$ cat config.mk
export PLATFORM = sky130hd
export DESIGN_NAME = reaction_responder
export DESIGN_NICKNAME = d
export VERILOG_FILES = /design/src/rtl/reaction_responder.sv
export SDC_FILE = /design/constraint.sdc
export NUM_CORES = 1
export LEC_CHECK = 0
export ABC_AREA = 1
export CORE_MARGIN = 4
export CORE_UTILIZATION = 55
export CTS_BUF_LIST = sky130_fd_sc_hd__clkbuf_4
export CTS_CLUSTER_SIZE = 40
export DETAILED_ROUTE_END_ITERATION = 8
export DONT_BUFFER_PORTS = 1
export MAX_ROUTING_LAYER = met4
export PLACE_DENSITY = 0.74
export SLEW_MARGIN = 25
export SYNTH_ARGS = -nofsm -noshare
export SYNTH_HDL_FRONTEND = slang
export SYNTH_SLANG_ARGS = --single-unit
$ cat constraint.sdc
create_clock -name ms_clk -period 2.5 [get_ports ms_clk]
set_input_delay 0.125 -clock ms_clk [delete_from_list [all_inputs] [get_ports ms_clk]]
set_output_delay 0.125 -clock ms_clk [all_outputs]
set_load 0.005 [all_outputs]
$ cat src/rtl/reaction_responder.sv
// Automatic player for the reaction timer: presses start, watches led, presses stop.
// Ports: ms_clk/reset, go/mode/delay_ms/led in; btn_start/btn_stop/busy/done/status/measured out.
module reaction_responder #(
  parameter int DW         = 16,
  parameter int PRESS_MS   = 20,
  parameter int TIMEOUT_MS = 12000
) (
  input  logic          ms_clk,
  input  logic          reset,
  input  logic          go,
  input  logic [1:0]    mode,
  input  logic [DW-1:0] delay_ms,
  input  logic          led,
  output logic          btn_start,
  output logic          btn_stop,
  output logic          busy,
  output logic          done,
  output logic [1:0]    status,
  output logic [DW-1:0] measured
);

  localparam int TW = $clog2(TIMEOUT_MS + 1);

  localparam logic [DW-1:0] ONE_D      = DW'(1);
  localparam logic [TW-1:0] ONE_T      = TW'(1);
  localparam logic [DW-1:0] PRESS_LAST = DW'(PRESS_MS - 1);
  localparam logic [TW-1:0] TMO_LAST   = TW'(TIMEOUT_MS - 1);

  localparam logic [1:0] M_NORMAL = 2'd0;
  localparam logic [1:0] M_CHEAT  = 2'd1;
  localparam logic [1:0] M_NOPRS  = 2'd2;

  localparam logic [1:0] ST_OK      = 2'd0;
  localparam logic [1:0] ST_CHEAT   = 2'd1;
  localparam logic [1:0] ST_NOPRESS = 2'd2;
  localparam logic [1:0] ST_TIMEOUT = 2'd3;

  typedef enum logic [2:0] {
    S_IDLE,
    S_PRESS_START,
    S_WAIT_LED,
    S_DELAY,
    S_CHEAT_DLY,
    S_PRESS_STOP,
    S_WAIT_FALL,
    S_FINISH
  } state_t;

  state_t        state, state_nxt;
  logic [1:0]    mode_q, mode_nxt;
  logic [DW-1:0] dly_q, dly_nxt;
  logic [DW-1:0] cnt, cnt_nxt;
  logic [TW-1:0] tcnt, tcnt_nxt;
  logic [1:0]    status_nxt;
  logic [DW-1:0] measured_nxt;

  always_ff @(posedge ms_clk or posedge reset) begin
    if (reset) begin
      state     <= S_IDLE;
      mode_q    <= '0;
      dly_q     <= '0;
      cnt       <= '0;
      tcnt      <= '0;
      btn_start <= 1'b0;
      btn_stop  <= 1'b0;
      busy      <= 1'b0;
      done      <= 1'b0;
      status    <= '0;
      measured  <= '0;
    end else begin
      state     <= state_nxt;
      mode_q    <= mode_nxt;
      dly_q     <= dly_nxt;
      cnt       <= cnt_nxt;
      tcnt      <= tcnt_nxt;
      // Outputs are registered copies of the next state
      btn_start <= (state_nxt == S_PRESS_START);
      btn_stop  <= (state_nxt == S_PRESS_STOP);
      busy      <= (state_nxt != S_IDLE);
      done      <= (state_nxt == S_FINISH);
      status    <= status_nxt;
      measured  <= measured_nxt;
    end
  end

  always_comb begin
    state_nxt    = state;
    mode_nxt     = mode_q;
    dly_nxt      = dly_q;
    status_nxt   = status;
    measured_nxt = measured;
    // Saturating increments
    cnt_nxt      = (&cnt) ? cnt : cnt + ONE_D;
    tcnt_nxt     = (&tcnt) ? tcnt : tcnt + ONE_T;

    unique case (state)
      S_IDLE: begin
        if (go) begin
          state_nxt    = S_PRESS_START;
          mode_nxt     = (mode == 2'd3) ? M_NORMAL : mode;
          dly_nxt      = (delay_ms == '0) ? ONE_D : delay_ms;
          status_nxt   = ST_OK;
          measured_nxt = '0;
        end
      end
      S_PRESS_START: begin
        if (cnt == PRESS_LAST)
          state_nxt = (mode_q == M_CHEAT) ? S_CHEAT_DLY
                                          : S_WAIT_LED;
      end
      S_WAIT_LED: begin
        if (led) begin
          state_nxt = (mode_q == M_NOPRS) ? S_WAIT_FALL
                                          : S_DELAY;
        end else if (tcnt == TMO_LAST) begin
          state_nxt    = S_FINISH;
          status_nxt   = ST_TIMEOUT;
          measured_nxt = '0;
        end
      end
      S_DELAY, S_CHEAT_DLY: begin
        // dly_q is never 0, so D-1 cannot wrap
        if (cnt == dly_q - ONE_D)
          state_nxt = S_PRESS_STOP;
      end
      S_PRESS_STOP: begin
        if (cnt == PRESS_LAST) begin
          state_nxt = S_FINISH;
          if (mode_q == M_CHEAT) begin
            status_nxt   = ST_CHEAT;
            measured_nxt = '0;
          end else begin
            status_nxt   = ST_OK;
            measured_nxt = dly_q;
          end
        end
      end
      S_WAIT_FALL: begin
        if (!led) begin
          state_nxt    = S_FINISH;
          status_nxt   = ST_NOPRESS;
          measured_nxt = '0;
        end else if (tcnt == TMO_LAST) begin
          state_nxt    = S_FINISH;
          status_nxt   = ST_TIMEOUT;
          measured_nxt = '0;
        end
      end
      S_FINISH: state_nxt = S_IDLE;
      default:  state_nxt = S_IDLE;
    endcase

    // Each state starts counting from zero
    if (state_nxt != state || state == S_IDLE) begin
      cnt_nxt  = '0;
      tcnt_nxt = '0;
    end
  end

endmodule

==> flow_summary.ini <==
[sta]
rsz0062_at_grt = true
fin_ws_ns = 0.07051
min_period_over_period = 0.9718
fmax_ghz = 0.4116
final_max_slew_viol_count = 0
fin_skew_ns = 0.02177
max_slew.worst_pin.slew_ns = 0.7695
hold_violations = 0
relSlewSlack = 0.4862
whs_ns = 0.04215
finalSetupViolCount = 0
finalCriticalPeriod_ns = 2.429
setup_tns_ns = 0

[route]
wirelength_mm = 11.38
firstDrtPassIters = 5
top_layer = met4
met3_length_um = 744
drc_errors = 0
drtIter0Drc = 293
ant_nets = 0
wl_per_cell_um = 15.31
routed_via_density = 5.518
met1_length_mm = 4.928
dr_total_vias = 4100
wl_met2_mm = 5.399

[synth]
ys.flop_type = dfrtp_1
synth_top_area_share = 0.4084
async_reset_ff_frac = 1.000
synth_edf_count = 0
synth_area_leaders = dfrtp_1 41%, nand2_1 11%, inv_1 8.1%
synth-seq-cells = 73
synth_fp_nets = 616
ys_warn_count = 0
avgSynthCellArea_um2 = 7.569
yosys.area.top_type = dfrtp_1
synth.distinct_cells = 37
synth-seq-area-share = 0.4084
syn_area_um2 = 4473
postSynthCellCount = 591

[hold_path]
worstHoldStart = led
hp-class = primary input to register
hold_depth = 4
min_to = state[2]$_DFF_PP0_

[flow_run]
cap_violations = 0

[run_status]
status = complete, no violations

[worst_setup_path]
critPathKind = register to register
rr_startpoint = dly_q[4]$_DFFE_PP0P_
path_max_fanout = 6
r2r-end = cnt[8]$_DFFE_PP0P_
cp-start-kind = register
r2r_slack_ns = 0.07
setup.worst_path.start = dly_q[4]$_DFFE_PP0P_
arrival_ns = 2.77
reg2reg_depth = 17
setup.worst_path.end_class = register
worst_ep_required_time_ns = 2.84

[power]
power_switching_share = 0.4597
leakage_nw = 2.415
finalPower_mw = 4.978
seq_power_share = 0.329
power_switching_mw = 2.288
irDropWorstVdd_v = 0.0004261
clockPowerShare = 0.153
p_int_mw = 2.690
power.density_nw_per_um2 = 931.3
comb_power_share = 0.518

[clock_tree]
root_buffer = clkbuf_4
cts_inserted_buffers = 9
cts.sinks = 73
htree_levels = 3
clk_pin_slew_ns = 0.13
clk_latency_ns = 0.45
cts_tree = yes
cts_buffer_depth = 2

[die]
start_util = 0.5729
die_area_um2 = 9639
core_um2 = 7807
die_x_um = 98.18
num_io_pins = 44
dieHeight_um = 98.18
row_count = 32

[layout]
fillCellCount = 606
drive_gt1_frac = 0.2200
layout.nets = 661
n_antenna_cell = 0
area_growth_syn_to_layout_pct = 19.50
layout.cells.non_filler = 743
fin_area_um2 = 5345
fin_util = 0.6846

[placement]
hpwl_mm = 7.681
globalplace.congestion = 0.9593
io_buffers = 0
placed_area_um2 = 4634
dp.cells = 694
place_ws_ns = -0.09569

[global_routing]
grt_pass1_vias = 3855
track_usage = 0.2317
grt_max_degree = 39
grt_pass1_wl_mm = 17.70
overflow = 0
antenna_found_initial = 0
power groups by stage:
stage | Clock [mW] | Combinational [mW] | Sequential [mW]
2_1_floorplan | 0 | 1.47 | 1.56
3_3_place_gp | 0 | 1.79 | 1.62
3_5_place_dp | 0 | 1.82 | 1.62
4_1_cts | 0.766 | 1.90 | 1.60
5_1_grt | 0.820 | 2.83 | 1.66
6_report | 0.764 | 2.58 | 1.64
cells by family (layout without fill, tap and decap cells):
group                      count (synthesis)  in the layout  share of synthesized area
xor gates and xnor gates                  25             25                    0.04895
DFF                                       73             73                     0.4084
and+or+nand+nor                          308            308                     0.3245
muxes                                      2              2                   0.004476
adders and majority gates                  3              3                   0.008393
buffers and inverters                    112            162                     0.1010
AOI/OAI and AO/OA                         68             68                     0.1043
timing repair:
action,in CTS,in global routing
pin swaps,0,17
gates cloned,0,4
hold buffers,21,0
endpoints found under the setup margin,30,46
buffers inserted,1,7
endpoints found under the hold margin,54,0
gates resized for setup,1,48
how the worst max path moves through the flow:
stage                           endpoint  slack (ns)  depth (start not counted)
floorplan           tcnt[12]$_DFFE_PP0P_        0.32                         17
global placement     tcnt[0]$_DFFE_PP0P_       -0.04                         17
detailed placement   cnt[12]$_DFFE_PP0P_        -0.1                         17
CTS                  cnt[10]$_DFFE_PP0P_        0.01                         17
global route         tcnt[3]$_DFFE_PP0P_       -0.09                         18
finish                cnt[8]$_DFFE_PP0P_        0.07                         17
placed cells by master (no fill, tap or decap), types with 9 or more instances in the layout:
master / n
nand2_1: 127
inv_1: 94
dfrtp_1: 68
nor2_1: 42
nor2_2: 36
o21ai_0: 35
nand3_1: 30
xor2_1: 21
dlygate4sd3_1: 21
nor3_1: 13
buf_4: 12
nor2_4: 11
o22ai_2: 10
nand4_1: 9
inv_2: 9
nand2_2: 9
clkbuf_4: 9
registers in the layout, summed over array words and instances (netlist names):
| signal | cells |
|---|---|
| status | 2 |
| dly_q | 16 |
| state | 3 |
| btn_stop | 1 |
| cnt | 16 |
| busy | 1 |
| measured | 16 |
| btn_start | 1 |
| tcnt | 14 |
| mode_q | 2 |
| done | 1 |
routing by layer:
metal	global-route usage	vias up
met5	-	-
met4	0.07983	0
met3	0.04786	31
met2	0.3681	163
met1	0.2958	1942
li1	-	1964
area by class of cell:
class	instances	area [um^2]	share of cell area
sequential	73	1833	0.3429
tap	102	127.6	0.02388
multi-input combinational	406	2377	0.4448
inverter	104	390.4	0.07303
timing repair buffer	42	478.0	0.08942
clock buffer	9	67.56	0.01264
clock inverter	7	71.32	0.01334
cells in the mapped netlist (6+ instances only):
library cell	n
nand2_1	133
inv_1	96
dfrtp_1	73
nor2_1	48
nand3_1	37
nor2_2	37
o21ai_0	35
xor2_1	21
nor3_1	14
o22ai_2	10
nand2_2	9
nand4_1	9
nor4_1	8
inv_2	7
o22ai_1	7
a21oi_1	6
worst max-delay path, stage by stage, from the launching register on:
cell and delay [ns]:
dfrtp_2 0.48, nor2_4 0.19, nand2_4 0.09, nor2_4 0.16, nand2_1 0.09, nand3_2 0.10
nand3_2 0.11, nor3_4 0.23, nand2_2 0.09, nand2_2 0.07, nand2_2 0.06, nand2_4 0.11
nand2_4 0.07, nand2_4 0.07, nand2_4 0.06, nand2_8 0.12, clkbuf_16 0.17, nor2_2 0.03
No activity file was read; power rests on OpenSTA's default activity.
